==> config.mk <==
export PLATFORM = sky130hd
export DESIGN_NAME = run_controller
export DESIGN_NICKNAME = d
export VERILOG_FILES = /design/src/rtl/run_controller.sv
export SDC_FILE = /design/constraint.sdc
export NUM_CORES = 1
export LEC_CHECK = 0
export ABC_AREA = 1
export CAP_MARGIN = 25
export CORE_AREA = 2 2 191 193
export CTS_CLUSTER_DIAMETER = 50
export DETAILED_ROUTE_END_ITERATION = 16
export DIE_AREA = 0 0 193 195
export GPL_ROUTABILITY_DRIVEN = 0
export SLEW_MARGIN = 15
export SYNTH_ARGS = -nofsm -noshare
export SYNTH_HDL_FRONTEND = slang
export SYNTH_SLANG_ARGS = --single-unit
==> constraint.sdc <==
create_clock -name CLK -period 2.2 [get_ports CLK]
set_clock_uncertainty 0.15 [all_clocks]
set_input_delay 0.22 -clock CLK [delete_from_list [all_inputs] [get_ports CLK]]
set_output_delay 0.22 -clock CLK [all_outputs]
set_load 0.02 [all_outputs]
==> src/rtl/run_controller.sv <==
`default_nettype none
// =============================================================================
// Module : run_controller
// Desc   : Loads a program into instruction memory, runs the core from a start
//          PC until an end PC or watchdog limit, and captures the result.
// Rev    : 1.0 - initial release
// =============================================================================
module run_controller #(
    parameter int IMEM_AW      = 6,
    parameter int WATCHDOG_MAX = 255
) (
    input  logic               CLK,
    input  logic               reset,
    input  logic               ld_valid,
    output logic               ld_ready,
    input  logic [IMEM_AW-1:0] ld_addr,
    input  logic [31:0]        ld_data,
    output logic               imem_we,
    output logic [IMEM_AW-1:0] imem_waddr,
    output logic [31:0]        imem_wdata,
    input  logic               start,
    input  logic [63:0]        start_pc,
    input  logic [63:0]        end_pc,
    output logic               cpu_resetl,
    output logic [63:0]        cpu_startpc,
    input  logic [63:0]        cpu_currentpc,
    input  logic [63:0]        cpu_memtoreg,
    output logic               busy,
    output logic               done,
    output logic               timeout,
    output logic [63:0]        result,
    output logic [15:0]        cycle_count
);

    typedef enum logic [2:0] {
        S_IDLE   = 3'd0,
        S_RESET0 = 3'd1,
        S_RESET1 = 3'd2,
        S_RUN    = 3'd3,
        S_DONE   = 3'd4,
        S_FAULT  = 3'd5
    } state_t;

    localparam logic [16:0] c_wd_max17 = 17'(WATCHDOG_MAX);
    localparam logic [15:0] c_wd_max   = 16'(WATCHDOG_MAX);

    state_t             r_state;
    logic [63:0]        r_end_pc;
    logic               r_imem_we;
    logic [IMEM_AW-1:0] r_imem_waddr;
    logic [31:0]        r_imem_wdata;
    logic               r_cpu_resetl;
    logic [63:0]        r_cpu_startpc;
    logic               r_busy;
    logic               r_done;
    logic               r_timeout;
    logic [63:0]        r_result;
    logic [15:0]        r_cycle_count;

    logic               w_can_start;
    logic [15:0]        w_count_inc;
    logic               w_wd_hit;

    assign w_can_start = (r_state == S_IDLE) || (r_state == S_DONE) || (r_state == S_FAULT);
    // Saturating increment keeps the counter from wrapping on long watchdogs.
    assign w_count_inc = (r_cycle_count == 16'hFFFF) ? r_cycle_count : r_cycle_count + 16'd1;
    assign w_wd_hit    = (({1'b0, r_cycle_count} + 17'd1) == c_wd_max17);

    always_ff @(posedge CLK) begin
        if (reset) begin
            r_state       <= S_IDLE;
            r_end_pc      <= 64'd0;
            r_imem_we     <= 1'b0;
            r_imem_waddr  <= '0;
            r_imem_wdata  <= 32'd0;
            r_cpu_resetl  <= 1'b0;
            r_cpu_startpc <= 64'd0;
            r_busy        <= 1'b0;
            r_done        <= 1'b0;
            r_timeout     <= 1'b0;
            r_result      <= 64'd0;
            r_cycle_count <= 16'd0;
        end else begin
            r_imem_we <= 1'b0;
            if (w_can_start && start) begin
                r_cpu_startpc <= start_pc;
                r_end_pc      <= end_pc;
                r_cycle_count <= 16'd0;
                r_done        <= 1'b0;
                r_timeout     <= 1'b0;
                r_busy        <= 1'b1;
                r_cpu_resetl  <= 1'b0;
                r_state       <= S_RESET0;
            end else begin
                case (r_state)
                    S_IDLE: begin
                        if (ld_valid) begin
                            r_imem_we    <= 1'b1;
                            r_imem_waddr <= ld_addr;
                            r_imem_wdata <= ld_data;
                        end
                    end
                    S_RESET0: r_state <= S_RESET1;
                    S_RESET1: begin
                        r_cpu_resetl <= 1'b1;
                        r_state      <= S_RUN;
                    end
                    S_RUN: begin
                        // End match outranks the watchdog when both fire together.
                        if (cpu_currentpc >= r_end_pc) begin
                            r_result      <= cpu_memtoreg;
                            r_cycle_count <= w_count_inc;
                            r_done        <= 1'b1;
                            r_busy        <= 1'b0;
                            r_cpu_resetl  <= 1'b0;
                            r_state       <= S_DONE;
                        end else if (w_wd_hit) begin
                            r_cycle_count <= c_wd_max;
                            r_timeout     <= 1'b1;
                            r_busy        <= 1'b0;
                            r_cpu_resetl  <= 1'b0;
                            r_state       <= S_FAULT;
                        end else begin
                            r_cycle_count <= w_count_inc;
                        end
                    end
                    S_DONE, S_FAULT: ;
                    default: r_state <= S_IDLE;
                endcase
            end
        end
    end

    assign ld_ready    = (r_state == S_IDLE) && !start;
    assign imem_we     = r_imem_we;
    assign imem_waddr  = r_imem_waddr;
    assign imem_wdata  = r_imem_wdata;
    assign cpu_resetl  = r_cpu_resetl;
    assign cpu_startpc = r_cpu_startpc;
    assign busy        = r_busy;
    assign done        = r_done;
    assign timeout     = r_timeout;
    assign result      = r_result;
    assign cycle_count = r_cycle_count;

endmodule
`default_nettype wire

After elaboration in Yosys (flattened, before gate mapping) --
Cells that the tools add are included.
Storage, ports and cells: input bits 298, bits in registers 254, output and inout bits 188
Cells by class: order comparisons 1, multiplexer cells 13, equality and inequality tests 10, bitwise operators 4, reductions and logical operators 20, $add $sub $neg 2
Operators with widths (number):
- 64-bit >= comparator | 1
- 16-bit 2-to-1 mux | 3
- 16-bit by 1-bit adder with 17-bit output, second input constant | 1
- 17-bit by 8-bit equality test with 1-bit output, second input constant | 1
- 16-bit by 1-bit adder with 16-bit output, second input constant | 1
- 16-bit equality test, second input constant | 1
- 3-bit case mux with 4 select lines | 1
- 2-bit AND reduction | 5
- 3-bit AND reduction | 3
- 3-bit by 2-bit equality test with 1-bit output, second input constant | 2
- 3-bit equality test, second input constant | 2
- 1-bit 2-to-1 mux | 6
- 3-bit 2-to-1 mux | 2
- 3-bit OR reduction | 2
- 4-bit != test, second input constant | 1
- 1-bit NOT | 4
- 2-bit nonzero test | 2
- 3-bit by 1-bit equality test with 1-bit output, second input constant | 1
- 3-bit zero test | 1
- 3-bit != test, second input constant | 1
- 3-bit nonzero test | 1
- 1-bit logical AND | 2
- 1-bit logical OR | 2
- 2-bit by 1-bit != test with 1-bit output, second input constant | 1
- other kinds (3) | 3

Longest topological paths before layout --
word-level depth 6, mapped depth 21

Least setup slack after synthesis --
No wires, ideal clock.
path kind reg-to-reg, start point register r_cycle_count[1], in the netlist cycle_count[1], end point register r_cpu_resetl, in the netlist cpu_resetl, data required time 1.918 ns, cell stages (with the launch flop) 15, clock period less this slack 2.145 ns, arrival time 1.863 ns, buffers on the path 0, slack 0.055 ns, library setup time 0.132 ns, cell sequence dfxtp_1 -> ha_1 -> nand3_1 -> nor2_2 -> nand3_2 -> nor2_2 -> nand2_1 -> nand2_2 -> nand2_1 -> nor2_1 -> nand2_1 -> inv_2 -> nand2_2 -> nand3_1 -> a21oi_1
On the way: word-level cells in the longest chain between the ends 4
RTL lines:
- start, declared | line 58 | logic [15:0] r_cycle_count;
- start signal, assigned | line 112 | r_cycle_count <= w_count_inc;
- start signal, assigned | line 118 | r_cycle_count <= c_wd_max;
- start signal, assigned | line 124 | r_cycle_count <= w_count_inc;
- 16-bit by 1-bit adder with 17-bit output | line 67 | assign w_wd_hit = (({1'b0, r_cycle_count} + 17'd1) == c_wd_max17);
- 17-bit by 8-bit equality test with 1-bit output | line 67
- 3-bit != test (no source line)
- 2-bit AND reduction (no source line)
- end signal, assigned | line 76 | r_cpu_resetl <= 1'b0;
- end signal, assigned | line 92 | r_cpu_resetl <= 1'b0;
- end signal, assigned | line 105 | r_cpu_resetl <= 1'b1;
- end, declared | line 52 | logic r_cpu_resetl;
No other way between the ends. A chain may end at the register's enable or synchronous reset.

Final worst setup path --
start point register r_end_pc[46], end point register r_result[42], in the netlist result[42]
On the way: word-level cells in the longest chain between the ends 2
RTL lines:
- start, declared | line 48 | logic [63:0] r_end_pc;
- start signal, assigned | line 87 | r_end_pc <= end_pc;
- 64-bit >= comparator | line 110 | if (cpu_currentpc >= r_end_pc) begin
- 3-bit AND reduction (no source line)
- end signal, assigned | line 111 | r_result <= cpu_memtoreg;
- end, declared | line 57 | logic [63:0] r_result;
No other way between the ends.

==> summary.md <==
| Metric | Value |
|---|---|
| Outcome | finished, violations left |
| Failing checks | setup timing |
| Worst hold stages | 3 |
| Initial core utilization | between 30% and 40% |
| Detailed-router iteration count before antenna repair | 5 |
| Fin. Hold Viols | 0 |
| Antenna violations before repair | 8 |
| Synth cell types | 34 |
| # IOs | 486 |
| Final worst slack | -188 ps |
| Worst r2r src | r_end_pc[46] |
| Worst path required time | 2500 ps |
| Num CTS Buffers | 37 |
| Slew margin rel. | 68.1% |
| Slew Limit Fails | 0 |
| Finished Core Util | between 50% and 60% |
| Peak Freq | roughly 420 MHz |
| Vias post-DR | about 12000 |
| PortBufs | around 490 |
| Sw Ratio | 27.0% |
| CTS tree | built |
| # rows | 69 |
| Pleak | between 7 and 8 nW |
| Mapped Area | between 10000 and 15000 um2 |
| CP Capture Type | flip-flop |
| Main synth FF type | dfxtp_1 |
| Dpl hpwl | between 20000 and 30000 um |
| Hold Path End | cpu_startpc[14] |
| Hold WS | around 110 ps |
| Count leader, synth | nand2_1 |
| Core footprint | between 30000 and 40000 um2 |
| Comb pwr share | between 20% and 30% |
| Pin count of the biggest net entering global routing | 74 |
| Metal2 WL | ~21000 um |
| Worst Hold Launch | start_pc[14] |
| Power, Total | 14.2 mW |
| RSZ-0062 raised after global routing | true |
| Area delta synth->final | 79.7% |
| Die boundary width | a little under 200 um |
| Post-Route M1 WL | 16800 um |
| Internal power | around 10 mW |
| Fin crit share | 109% |
| H-Tree Level Count | 2 |
| Bufs on Longest Clock Path | 3 |
| # setup viols final | 70 |
| Psw | 3.84 mW |
| Synth top cells by count | nand2_1, dfxtp_1, a21oi_1 |
| Vias in the first global route | about 12000 |
| Area leader, netlist | dfxtp_1 |
| Crit path max fanout | 16 |
| Worst slew pin tran | 479 ps |
| Final Critical Period | between 2000 and 2500 ps |
| Final setup TNS | -7890 ps |
| Met3 WL post-DR | between 3000 and 4000 um |
| Post-DR wirelength/cell | between 15 and 20 um |
| Global-route wire length before repair | about 64000 um |
| Worst R2R End | result[42] |
| Synth top area share | 46.1% |
| Dpl ws | -731 ps |
| Reg2Reg Setup Slack | -190 ps |
| Seq pwr share | between 30% and 40% |
| Maximum VDD drop | ~670 uV |
| WP data arrival | about 2700 ps |
| Syn Area/Cell | 7.52 um2 |
| CTS Root Cell | clkbuf_16 |
| R2R cell count | 14 |
| Post-synth EDFFs | 0 |
| Clk pwr share | 42.8% |
| Syn nets | about 1800 |
| Yosys reg bits | 254 |
| Sequential cell area fraction in the yosys report | a little under half |
| PD cells | around 700 nW/um2 |
| Clock Sinks | between 200 and 300 |
| Starting DRT DRC Count | 448 |
| Total congestion overflow | 0 |
| Synth async-reset ratio | 0% |
| Die Height | 195 um |
| Worst-skew pair later-pin latency | 520 ps |
| Final nets | roughly 2400 |
| Max Cap Viol | 0 |
| Highest Signal Layer | met5 |
| Fillers | 3248 |
| Die area | between 30000 and 40000 um2 |
| Syn. warnings | 0 |
| GRT Overall Usage | a little over a fifth |
| Layout cells sized above 1 | approximately 21% |
| Most area-consuming cells after synthesis | dfxtp_1, a21oi_1, nand2_1 |
| Vias per std cell | 4.68 |
| Type of origin of the critical path | flip-flop |
| Worst Setup Path Type | flip-flop to flip-flop |
| Cells after synthesis | between 1000 and 1500 |
| Antenna Nets Post-Route | 0 |
| DRC violations left | 0 |
| Clock transition at path regs | approximately 60 ps |
| Hold Crit Class | primary input to flip-flop |
| Routed WL | 42600 um |
[power by group through the flow]
stage,clock [mW],combinational (mW),sequential [mW]
CTS,6.24,2.90,5.07
floorplan,0,0.981,5.39
global placement,0,2.66,5.15
finish,6.09,3.06,5.08
detailed placement,0,2.70,5.16
global route,6.44,3.35,5.12
[cell families after synthesis]
group                      after synthesis  share of synthesized area [%]
DFF                                    254                           46.1
and+or+nand+nor                        499                           18.4
buffers and inverters                  239                           8.92
xor gates and xnor gates                 2                          0.159
adders and majority gates               66                           7.49
AOI/OAI and AO/OA                      406                           18.9
[cells in the final DEF (no fill, tap or decap), types with 6 or more instances in the layout]
cell type	count
ha_1	32
o211ai_1	6
a21oi_2	9
dfxtp_2	16
nor2_4	19
nor2_2	35
buf_4	91
o21ai_0	106
o21ai_2	56
buf_12	17
clkbuf_16	42
nand3_1	26
a21oi_1	201
inv_1	134
nand2_1	237
nor2_1	128
ha_4	34
clkinv_2	6
nand2_2	23
buf_16	7
nand4_1	13
inv_2	23
clkdlybuf4s50_1	483
o21ai_1	11
diode_2	7
buf_6	6
dfxtp_1	238
[worst max path at each step]
| stage | from | endpoint |
|---|---|---|
| after floorplan | cycle_count[1] | cpu_resetl |
| after global placement | cpu_currentpc[63] | result[2] |
| after detailed placement | cpu_currentpc[63] | result[63] |
| after CTS | r_end_pc[18] | done |
| after global routing | r_end_pc[13] | result[7] |
| final | r_end_pc[46] | result[42] |
[flip-flops by register name (all words and copies together) (netlist names)]
register / flops
imem_wdata: 32
r_end_pc: 64
cpu_startpc: 64
cpu_resetl: 1
timeout: 1
r_state: 3
imem_we: 1
imem_waddr: 6
cycle_count: 16
done: 1
busy: 1
result: 64
[worst max-delay path, stage by stage (launching register included)]
cell	delay, ps
dfxtp_1	290
inv_1	100
ha_4	210
nand4_1	150
buf_4	130
a21oi_1	30
nor2_1	160
nand2_2	110
a21oi_4	220
nand2_4	90
nand2_8	130
buf_4	140
buf_12	170
o21ai_1	70
nor2_1	150
[layer usage]
metal / global-route usage, % / vias up
met4: 8.45 / 2
li1: - / 5919
met2: 37.4 / 394
met1: 25.0 / 5431
met3: 6.20 / 92
met5: 0 / -
[per-stage QoR]
step	instances	area, um2
detailed placement	2428	17000
global route	2529	19800
finish	2529	19800
CTS	2514	19100
global placement	2428	17000
floorplan	1466	11000
[area by class of cell]
type | instances | area, um2 | area share, %
clock buffer | 47 | 1060 | 5.33
multi-input combinational | 973 | 6020 | 30.4
antenna | 7 | 17.5 | 0.0884
timing repair buffer | 610 | 6220 | 31.4
clock inverter | 18 | 218 | 1.10
tap | 461 | 577 | 2.91
inverter | 159 | 612 | 3.09
sequential | 254 | 5100 | 25.8
[what timing repair did]
action	in CTS	in global routing
setup endpoints to repair	74	73
endpoints found under the hold margin	5	0
resized for setup	146	184
pin swaps	16	50
cloned	8	3
setup buffers	13	10
hold buffers	1	0
Power figures use the tool's default switching activity.
